`src/rtl/uart_pkg.sv`:
```
// Shared UART packet definitions: state encoding and character defaults,
// reused by the receive sequencer and a future transmit-side packetizer.
package uart_pkg;

    localparam int         DATA_WIDTH       = 8;
    localparam logic [7:0] SOF_CHAR_DEFAULT = 8'hA5;

    localparam logic [2:0] ST_IDLE    = 3'd0;
    localparam logic [2:0] ST_LEN     = 3'd1;
    localparam logic [2:0] ST_PAYLOAD = 3'd2;
    localparam logic [2:0] ST_CHECK   = 3'd3;
    localparam logic [2:0] ST_DRAIN   = 3'd4;

    typedef enum logic [2:0] {
        S_IDLE    = ST_IDLE,
        S_LEN     = ST_LEN,
        S_PAYLOAD = ST_PAYLOAD,
        S_CHECK   = ST_CHECK,
        S_DRAIN   = ST_DRAIN
    } state_t;

endpackage

```
`src/rtl/uart_pkt_buf.sv`:
```
// Payload buffer: simple dual-port register file, synchronous write from the
// framer and asynchronous read for the drain side.
module uart_pkt_buf #(
    parameter int DEPTH = 16,
    parameter int WIDTH = 8,
    parameter int AW    = (DEPTH > 1) ? $clog2(DEPTH) : 1
) (
    input  logic             clock,
    input  logic             we,
    input  logic [AW-1:0]    waddr,
    input  logic [WIDTH-1:0] wdata,
    input  logic [AW-1:0]    raddr,
    output logic [WIDTH-1:0] rdata
);

    logic [WIDTH-1:0] mem [DEPTH];

    // Contents are not reset; every slot is written before it is drained.
    always_ff @(posedge clock) begin
        if (we) begin
            mem[waddr] <= wdata;
        end
    end

    assign rdata = mem[raddr];

endmodule

```
`src/rtl/uart_rx_packet_ctrl.sv`:
```
// Receive-side packet sequencer: frames SOF/LEN/payload/CHK, validates the
// length and XOR checksum, then drains the buffered payload over valid/ready.
module uart_rx_packet_ctrl
    import uart_pkg::*;
#(
    parameter int                    data_width     = DATA_WIDTH,
    parameter logic [data_width-1:0] SOF_CHAR       = SOF_CHAR_DEFAULT,
    parameter int                    MAX_LEN        = 16,
    parameter int                    TIMEOUT_CYCLES = 20000
) (
    input  logic                  clock,
    input  logic                  reset,
    input  logic [data_width-1:0] rx_data,
    input  logic                  rx_data_recd,
    output logic [data_width-1:0] pkt_data,
    output logic                  pkt_valid,
    input  logic                  pkt_ready,
    output logic                  pkt_last,
    output logic [7:0]            pkt_len,
    output logic                  pkt_err,
    output logic                  rx_overrun,
    output logic                  busy
);

    localparam int              AW       = (MAX_LEN > 1) ? $clog2(MAX_LEN) : 1;
    localparam int              TW       = $clog2(TIMEOUT_CYCLES) + 1;
    localparam logic [TW-1:0]   TMO_LAST = TW'(TIMEOUT_CYCLES - 1);
    localparam logic [7:0]      MAX_LEN8 = 8'(MAX_LEN);

    state_t                  state;
    logic                    rd_d;
    logic                    byte_evt;
    logic                    in_frame;
    logic                    timeout;
    logic [TW-1:0]           tmo_cnt;
    logic [7:0]              len_q;
    logic [7:0]              idx;
    logic [7:0]              rd_idx;
    logic [7:0]              byte_len;
    logic [data_width-1:0]   chk;
    logic [data_width-1:0]   rd_byte;
    logic                    buf_we;

    assign byte_evt = rx_data_recd & ~rd_d;
    assign byte_len = rx_data[7:0];
    assign in_frame = (state == S_LEN) || (state == S_PAYLOAD) || (state == S_CHECK);
    // A byte arriving in the expiry cycle takes priority over the timeout.
    assign timeout  = in_frame && !byte_evt && (tmo_cnt == TMO_LAST);
    assign buf_we   = (state == S_PAYLOAD) && byte_evt;

    uart_pkt_buf #(
        .DEPTH (MAX_LEN),
        .WIDTH (data_width),
        .AW    (AW)
    ) u_buf (
        .clock (clock),
        .we    (buf_we),
        .waddr (idx[AW-1:0]),
        .wdata (rx_data),
        .raddr (rd_idx[AW-1:0]),
        .rdata (rd_byte)
    );

    always_ff @(posedge clock or posedge reset) begin
        if (reset) begin
            state      <= S_IDLE;
            rd_d       <= 1'b0;
            tmo_cnt    <= '0;
            len_q      <= '0;
            idx        <= '0;
            rd_idx     <= '0;
            chk        <= '0;
            pkt_valid  <= 1'b0;
            pkt_err    <= 1'b0;
            rx_overrun <= 1'b0;
        end else begin
            rd_d       <= rx_data_recd;
            pkt_err    <= 1'b0;
            rx_overrun <= 1'b0;

            if (byte_evt) begin
                tmo_cnt <= '0;
            end else if (in_frame) begin
                tmo_cnt <= tmo_cnt + 1'b1;
            end

            if (timeout) begin
                pkt_err <= 1'b1;
                state   <= S_IDLE;
            end else begin
                case (state)
                    S_IDLE: begin
                        if (byte_evt && rx_data == SOF_CHAR) begin
                            state <= S_LEN;
                        end
                    end
                    S_LEN: begin
                        if (byte_evt) begin
                            if (byte_len == 8'd0 || byte_len > MAX_LEN8) begin
                                pkt_err <= 1'b1;
                                state   <= S_IDLE;
                            end else begin
                                len_q <= byte_len;
                                chk   <= rx_data;
                                idx   <= '0;
                                state <= S_PAYLOAD;
                            end
                        end
                    end
                    S_PAYLOAD: begin
                        if (byte_evt) begin
                            chk <= chk ^ rx_data;
                            if (idx == len_q - 8'd1) begin
                                state <= S_CHECK;
                            end else begin
                                idx <= idx + 8'd1;
                            end
                        end
                    end
                    S_CHECK: begin
                        if (byte_evt) begin
                            if (rx_data == chk) begin
                                rd_idx    <= '0;
                                pkt_valid <= 1'b1;
                                state     <= S_DRAIN;
                            end else begin
                                pkt_err <= 1'b1;
                                state   <= S_IDLE;
                            end
                        end
                    end
                    S_DRAIN: begin
                        // Bytes arriving while draining are dropped, never framed.
                        if (byte_evt) begin
                            rx_overrun <= 1'b1;
                        end
                        if (pkt_ready) begin
                            if (rd_idx == len_q - 8'd1) begin
                                pkt_valid <= 1'b0;
                                state     <= S_IDLE;
                            end else begin
                                rd_idx <= rd_idx + 8'd1;
                            end
                        end
                    end
                    default: state <= S_IDLE;
                endcase
            end
        end
    end

    assign pkt_data = pkt_valid ? rd_byte : '0;
    assign pkt_last = pkt_valid && (rd_idx == len_q - 8'd1);
    assign pkt_len  = len_q;
    assign busy     = (state != S_IDLE);

endmodule

```
`config.mk`:
```
export PLATFORM = sky130hd
export DESIGN_NAME = uart_rx_packet_ctrl
export DESIGN_NICKNAME = d
export VERILOG_FILES = /design/src/rtl/uart_pkg.sv /design/src/rtl/uart_pkt_buf.sv /design/src/rtl/uart_rx_packet_ctrl.sv
export SDC_FILE = /design/constraint.sdc
export NUM_CORES = 1
export LEC_CHECK = 0
export ABC_CLOCK_PERIOD_IN_PS = 2450
export CORE_ASPECT_RATIO = 1.2
export CORE_UTILIZATION = 55
export DETAILED_ROUTE_END_ITERATION = 10
export GPL_TIMING_DRIVEN = 0
export PLACE_DENSITY = 0.84
export SLEW_MARGIN = 20
export SYNTH_ARGS = -nofsm -noshare
export SYNTH_HDL_FRONTEND = slang
export SYNTH_HIERARCHICAL = 1
export SYNTH_SLANG_ARGS = --single-unit
```
`constraint.sdc`:
```
create_clock -name clock -period 2.45 [get_ports clock]
set_input_delay 0.3675 -clock clock [delete_from_list [all_inputs] [get_ports clock]]
set_output_delay 0.3675 -clock clock [all_outputs]
set_load 0.1 [all_outputs]
```
### Yosys cells after proc, flatten, opt, wreduce, memory -nomap -nowiden

Memories as Yosys holds them, arrays and structs flattened.
Index checks and enable logic that the tools add are counted.

* add/subtract/negate cells: 4
* multipliers: 0
* div/mod/pow operators: 0
* $lt $le $gt $ge: 1
* equal/unequal tests: 25
* shifts and indexed selects: 0
* multiplexer cells: 44
* bitwise operators: 5
* reductions and logical operators: 21

Operators with widths (number)
* 8-bit 2-to-1 mux: 12
* 8-bit case mux with 2 select lines: 3
* 16-bit 2-to-1 mux: 2
* 3-bit 2-to-1 mux: 9
* 8-bit == test: 3
* 3-bit inequality test, second input constant: 6
* 6-bit AND reduction: 3
* 16-bit by 1-bit adder with 16-bit output, second input constant: 1
* 8-bit by 1-bit adder with 8-bit output, second input constant: 2
* 16-bit by 15-bit == test with 1-bit output, second input constant: 1
* 2-bit inequality test, second input constant: 8
* 3-bit case mux with 5 select lines: 1
* 1-bit 2-to-1 mux: 14
* 8-bit == test, second input constant: 1
* 8-bit by 5-bit greater-than comparator with 1-bit output, second input constant: 1
* 8-bit zero test: 1
* 8-bit by 1-bit subtractor with 8-bit output, second input constant: 1
* 8-bit XOR: 1
* 7-bit AND reduction: 1
* 3-bit by 2-bit == test with 1-bit output, second input constant: 2
* 2-bit nonzero test: 3
* 1-bit logical AND: 5
* 5-bit AND reduction: 1
* 1-bit case mux with 2 select lines: 2
* 12 further kinds: 16

* register bits after elaboration: 55
* bits in latches: 0
* bits in writable memories: 128
* bits in read-only memories: 0
* input port bits: 12
* output and inout port bits: 21
* logic and storage cells: 111
* memories kept: 1

Memories
* u_buf.mem: depth 16, width 8, read ports 1, clocked after Yosys merged registers in 0, wr ports 1, RTL line uart_pkt_buf.sv:16 `logic [WIDTH-1:0] mem [DEPTH];`

### Depth between registers and ports, before layout

* word-level depth: 7
* depth in mapped cells: 11
* mapped depth without buffers: 8

### Hierarchy

The synthesis kept the hierarchy.

Modules (own cells, without submodules)
* uart_pkt_buf: times used 1, cells an instance 221, area each 4987.3 µm², seq. area each 3843.7 µm²
* uart_rx_packet_ctrl: times used 1, cells an instance 370, area each 3343.2 µm², seq. area each 1376.3 µm²

### Least setup slack after synthesis

No wires, ideal clock.

* kind: register -> output
* start: reg len_q[0], in the netlist pkt_len[0]
* end: out pkt_last
* arrival time: 3.430 ns
* required time: 2.082 ns
* path slack: -1.347 ns
* stages on the path, launching flop included: 11
* buffers on the path: 3
* cell sequence: dfrtp_1 -> buf_2 -> inv_1 -> ha_1 -> clkbuf_1 -> nand2b_1 -> nor3_1 -> o31a_1 -> a2111oi_2 -> buf_2 -> and2_1

* cells in the longest elaborated chain, start to end: 3

Ends and longest elaborated chain
* start: declaration: RTL line uart_rx_packet_ctrl.sv:36 `logic [7:0] len_q;`
* start signal: assignment: RTL line uart_rx_packet_ctrl.sv:103 `len_q <= byte_len;`
* 8-bit by 1-bit subtractor with 8-bit output: RTL line uart_rx_packet_ctrl.sv:153 `assign pkt_last = pkt_valid && (rd_idx == len_q - 8'd1);`
* 8-bit == test: RTL line uart_rx_packet_ctrl.sv:153
* 1-bit logical AND: RTL line uart_rx_packet_ctrl.sv:153
* end: declaration: RTL line uart_rx_packet_ctrl.sv:18 `output logic pkt_last,`

No other way between the ends.

### Worst setup path after layout

* start: reg len_q[4], in the netlist pkt_len[4]
* end: out pkt_last

The elaborated chain is that of the path after synthesis.

==> summary.txt <==
Outcome
  • Outcome: finished, violations left
  • Failing checks: negative setup slack

Detailed routing
  • Via count: 5730
  • DRC: 0
  • Routed wire length: 21400 um
  • Antenna-violating nets left: 0
  • DR pass1 iterations: 6
  • Iter 0 DRT Violations: 601
  • WL/cell: 23.8 um
  • Vias per inst: 6.40

Timing
  • FMAX: 324 MHz
  • Slew Limit Fails: 0
  • # setup viols final: 28
  • Fin Setup TNS: -6.35 ns
  • Relative slew slack: 0.337
  • Worst Setup Slack, final: -0.635 ns
  • Final Hold Fails: 0
  • Fin crit share: 1.26
  • Tightest Pin Transition: 0.992 ns
  • Skew final: 0.00975 ns
  • RSZ-0062 raised after global routing: yes
  • Period minus WS final: 3.09 ns

Placed design
  • PortBufs: 32
  • Post-DP HPWL: 11700 um
  • Final RePlAce weighted congestion: 0.875

Worst setup path
  • Critical Path AT: 2.72 ns
  • CP Capture Type: output pin
  • Worst R2R Setup Slack: -0.26 ns
  • Critical path type: flip-flop to output pin
  • Worst EP required: 2.08 ns
  • Crit. Startpoint: pkt_len[4]
  • Worst Path Max Fanout: 8
  • R2R cell count: 12
  • Critical Path Start Type: flip-flop
  • RR Startpoint: pkt_len[0]
  • Reg2reg end: idx[0]
  • Worst setup path endpoint: pkt_last

Power
  • PwrDens: 1010 nW/um^2
  • Reported leakage power: 3.71 nW
  • Worst-case vdd ir drop: 987 uV
  • Tot Pwr: 0.0106 W

Logic synthesis
  • Synth Area per Inst: 14.1 um^2
  • Sequential area share after synthesis: 0.627
  • Most area-consuming cells after synthesis: edfxtp_1 46%, dfrtp_1 17%, mux4_2 4.9%
  • Synthesized area: 8330 um^2
  • Post-synth EDFFs: 128
  • Seq cells post-synth: 183
  • Fraction of registers with async set/reset: 0.301
  • Cell count after synthesis: 591
  • Unique masters post-synth: 59
  • Top_reg_cell synth: edfxtp_1
  • Total nets after synthesis: 607
  • Dominant cell type by area after synthesis: edfxtp_1
  • Synth warnings: 6
  • Top cell type's share of synthesized area: 0.461

Global routing
  • First-pass GRT wire length: 31200 um
  • Initial antenna violation count: 0
  • Global route overflow: 0
  • Largest net degree at the start of global routing: 32
  • Vias in the first global route: 5592
  • GR Util All Layers: 0.275

Die
  • Die W: 114 um
  • Die area: 15600 um^2
  • CORE AREA: 14600 um^2
  • Num rows: 48
  • Initial Util: 0.571
  • Number of top-level pins: 33
  • Die Span Y: 137 um

Flow run
  • MaxCap Viol Count: 0

Clock network
  • Hold_buf cts: 0
  • CTS H-tree depth: 4
  • Clock latency at the later pin of the worst-skew pair: 0.43 ns
  • Max Root-Sink Buffers: 2
  • Clock Sinks: 183
  • Total CTS buffers: 17
  • CTS tree: done
  • Root buf cell: clkbuf_16
  • Clock edge transition at the registers on the reported setup and hold paths: 0.07 ns

Finish
  • Synth-to-Final Area Change: 25.8%
  • Fill count: 857
  • ANT cells: 0
  • FF/Latch Area: 5230 um^2
  • Share of layout cells above drive strength 1: 0.328
  • Multi-input gate area: 3300 um^2
  • Final Net Count: 699

Min path
  • HP Class: primary input to asynchronous set/reset pin
==> worst min-delay path by stage <==
stage,end,cells after the start,from,slack (ns)
floorplan,rd_d,0,rx_data_recd,0.40
global placement,tmo_cnt[15],2,tmo_cnt[15],0.53
detailed placement,pkt_len[7],1,pkt_len[7],0.55
CTS,rd_idx[6],2,reset,0.35
global route,rd_idx[4],2,reset,0.38
finish,rd_idx[4],2,reset,0.34
==> cell usage in the layout, fill, tap and decap left out, drive strengths merged, types with 10 or more instances in the layout <==
cell type and count:
mux2i 10, and2 13, xor2 25, inv 10, o21ai 12, nor2 36
dfrtp 55, clkbuf 29, mux4 32, a22oi 16, nand2 70, buf 66
nand2b 12, a21oi 13, xnor2 21, nand4 13, nor3 14, edfxtp 128
nand3 16
==> registers in the layout (all words and copies together), names as in the netlist <==
| signal | flops |
|---|---|
| pkt_err | 1 |
| pkt_valid | 1 |
| u_buf/mem | 128 |
| state | 3 |
| tmo_cnt | 16 |
| rd_idx | 8 |
| idx | 8 |
| rd_d | 1 |
| pkt_len | 8 |
| chk | 8 |
| rx_overrun | 1 |
==> report_power, final <==
| part | internal, W | leakage (nW) | switching, W |
|---|---|---|---|
| registers | 0.00346 | 1.88 | 0.000292 |
| logic | 0.00186 | 1.54 | 0.00213 |
| clock network | 0.00170 | 0.297 | 0.00116 |
| total | 0.00702 | 3.71 | 0.00358 |
==> what timing repair did <==
item                                    CTS  global route
endpoints found under the setup margin  174           149
gates cloned                              2             2
pin swaps                                21            10
gates resized for setup                 175            49
buffers inserted                         27            14
==> per-layer routing <==
layer / global-route usage / routed length (um) / up-vias
li1: - / - / 2420
met1: 0.336 / 7800 / 2860
met4: 0.113 / 923 / 0
met5: 0 / 0 / -
met3: 0.0505 / 1460 / 93
met2: 0.482 / 11200 / 357
==> Yosys cell counts (12+ instances only) <==
cell,number
mux4_2,18
a21oi_1,13
a22oi_1,16
nand4_1,13
nand2b_1,12
nand2_1,70
nand3_1,16
edfxtp_1,128
dfrtp_1,55
nor3_1,13
nor2_1,36
and2_1,13
mux4_1,14
xor2_1,25
xnor2_1,21
==> kinds of logic after synthesis <==
family | count (synthesis) | share of synthesized area
XOR/XNOR | 46 | 0.0484
AO/OA/AOI/OAI | 61 | 0.0527
multiplexers | 42 | 0.105
adder cells (fa/ha/maj) | 4 | 0.00601
AND/OR/NAND/NOR | 219 | 0.137
buffers and inverters | 36 | 0.0248
flip-flops | 183 | 0.627
==> critical path, stage by stage, from the launching register on <==
cell and delay, ns:
dfrtp_2 0.40, buf_4 0.19, nor3_1 0.31, nand3b_1 0.20, a2111o_1 0.44, a2111oi_4 0.28
buf_6 0.16, and2_4 0.14, buf_12 0.17
==> final cells by class <==
class	instances	area share
sequential	183	0.499
multi-input combinational	372	0.315
timing repair buffer	74	0.0765
clock buffer	18	0.0410
buffer	27	0.0241
tap	200	0.0239
clock inverter	14	0.0172
inverter	8	0.00310
==> through the flow <==
step            util  hold WS (ns)  cell area, um^2  cells  worst slack, ns
2_1_floorplan      -         0.399             8400    591           -0.422
3_3_place_gp   0.614         0.533             8970    823            -1.25
3_5_place_dp   0.617         0.547             9000    824            -1.26
4_1_cts        0.692         0.349            10100    882           -0.464
5_1_grt        0.718         0.382            10500    896           -0.677
6_report       0.718         0.339            10500    896           -0.635
No activity file was read; power rests on OpenSTA's default activity.
==> edit (config.mk and constraints unchanged) <==
Put one more register stage on the output `pkt_err`, cleared by the reset. The value now appears one clock later. The other outputs are not delayed to match.
--- a/src/rtl/uart_rx_packet_ctrl.sv
+++ b/src/rtl/uart_rx_packet_ctrl.sv
@@ -28,2 +28,4 @@
     localparam logic [7:0]      MAX_LEN8 = 8'(MAX_LEN);
+
+    logic pkt_err_s0;
 
@@ -73,3 +75,3 @@
             pkt_valid  <= 1'b0;
-            pkt_err    <= 1'b0;
+            pkt_err_s0 <= 1'b0;
             rx_overrun <= 1'b0;
@@ -77,3 +79,3 @@
             rd_d       <= rx_data_recd;
-            pkt_err    <= 1'b0;
+            pkt_err_s0 <= 1'b0;
             rx_overrun <= 1'b0;
@@ -87,3 +89,3 @@
             if (timeout) begin
-                pkt_err <= 1'b1;
+                pkt_err_s0 <= 1'b1;
                 state   <= S_IDLE;
@@ -99,3 +101,3 @@
                             if (byte_len == 8'd0 || byte_len > MAX_LEN8) begin
-                                pkt_err <= 1'b1;
+                                pkt_err_s0 <= 1'b1;
                                 state   <= S_IDLE;
@@ -126,3 +128,3 @@
                             end else begin
-                                pkt_err <= 1'b1;
+                                pkt_err_s0 <= 1'b1;
                                 state   <= S_IDLE;
@@ -156,2 +158,10 @@
 
+    always_ff @(posedge clock or posedge reset) begin
+        if (reset) begin
+            pkt_err <= '0;
+        end else begin
+            pkt_err <= pkt_err_s0;
+        end
+    end
+
 endmodule
Behaviour: not the same (Yosys sat finds a counterexample within 4 cycles, from zero or initial values and one cycle with reset high).
==> edit against the unedited design <==
  * The flow still finishes with violations (setup timing)
  * Sequential cell count grew 1
  * Worst setup slack got worse by 0.0081 ns
  * Wire length decreased by 4.8%
  * Synthesized area rose by 0.30%
  * Global-route usage decreased by 1.6 points
  * Power is 4.3% lower
  * Critical path depth grew 2
  * Cell area is 1.8% lower
  * Combinational power decreased by 7.8%
==> edit: results <==
[final_layout]
final_net_count = 689
sh_seq_area_pct = 51.1
clock_buffers = 17
drive_above_1_share_pct = 30.6
n_fill_cell = 920
buffers_excl_clock = 90
design.seq.count = 184
clkCellAreaFrac_pct = 5.59

[status]
violations = setup timing
outcome = complete, but fails checks

[detailed_routing]
drt-initial-drc-count = 619
avgRoutedWirePerCell_um = 22.8
drt_first_pass_iters = 5

[timing]
setup_ws_ns = -0.643
clock_skew_ns = 0.00788
setup_violations = 28

[global_route]
grt_pass1_wl_mm = 29.9
grt_start_max_net_pins = 57
grt.total_usage_pct = 25.9

[logic_synthesis]
synth_nets = 608
synthTopCellsByCount = 128 x edfxtp_1, 70 x nand2_1, 56 x dfrtp_1, 36 x nor2_1, 25 x xor2_1
yosys-top-cells-area = edfxtp_1 46%, dfrtp_1 17%, mux4_2 4.9%, mux4_1 4.4%, nand2_1 3.1%
ys_seq_area_share_pct = 62.8
async_flop_share_pct = 30.4

[placed_design]
place_ws_ns = -1.34
dp_hpwl_mm = 11.7

[critical_path]
ff2ff_setup_slack_ns = -0.20
cp_max_fo = 6
arrival_ns = 2.73
r2r-start = pkt_len[2]$_DFFE_PP0P_

[power]
max-vdd-ir-drop_uv = 843

[hold_path]
hold_path.class = flip-flop to flip-flop
[edit: changes by cell type after synthesis, sizes merged]
cell and change:
dfrtp +1
[edit: through the flow]
stage	area (sq um)	hold slack, ns	power, mW	setup TNS [ns]	instances
global route	10300	0.367	10.5	-6.02	890
finish	10300	0.362	10.1	-3.81	890
detailed placement	9010	0.346	6.47	-93.98	828
CTS	9900	0.361	9.60	-2.29	871
floorplan	8420	0.331	5.79	-1.74	592
global placement	9000	0.338	6.37	-95.78	828
[edit: what timing repair did]
action                                  in CTS  in global routing
pin swaps                                   15                 23
endpoints found under the setup margin     174                140
buffers inserted                            10                 16
gates cloned                                 2                  3
gates resized for setup                    154                 56
[edit: kinds of logic (layout without fill, tap and decap cells)]
kind of cell,count (synthesis),after routing,synth area share [%]
AO/OA/AOI/OAI,61,61,5.26
XOR/XNOR,46,46,4.82
adder cells (fa/ha/maj),4,4,0.599
buffers and inverters,36,130,2.47
flip-flops,184,184,62.8
multiplexers,42,42,10.5
AND/OR/NAND/NOR,219,219,13.6
[edit: final timing paths]
| kind | endpoint | cells after the start |
|---|---|---|
| max in group asynchronous | rd_idx[0]$_DFFE_PP0P_ | 2 |
| min in group asynchronous | rd_d$_DFF_PP0_ | 2 |
| setup / recovery | pkt_last | 10 |
| hold / removal | pkt_err$_DFF_PP0_ | 0 |
| setup reg to reg | rd_idx[6]$_DFFE_PP0P_ | 11 |
| hold reg to reg | pkt_err$_DFF_PP0_ | 0 |
[edit: where the power goes]
part	internal [mW]	switching, mW
clock	1.50	1.19
sequential	3.48	0.291
combinational	1.70	1.98
[edit: metal layers]
layer  vias to the layer above  GRT usage (%)  share of wire (%)
met5                         -              0                  0
met4                         0           11.2                3.9
met3                        73           4.92                6.3
met2                       292           45.0                 53
met1                      2843           31.8                 37
li1                       2401              -                  -
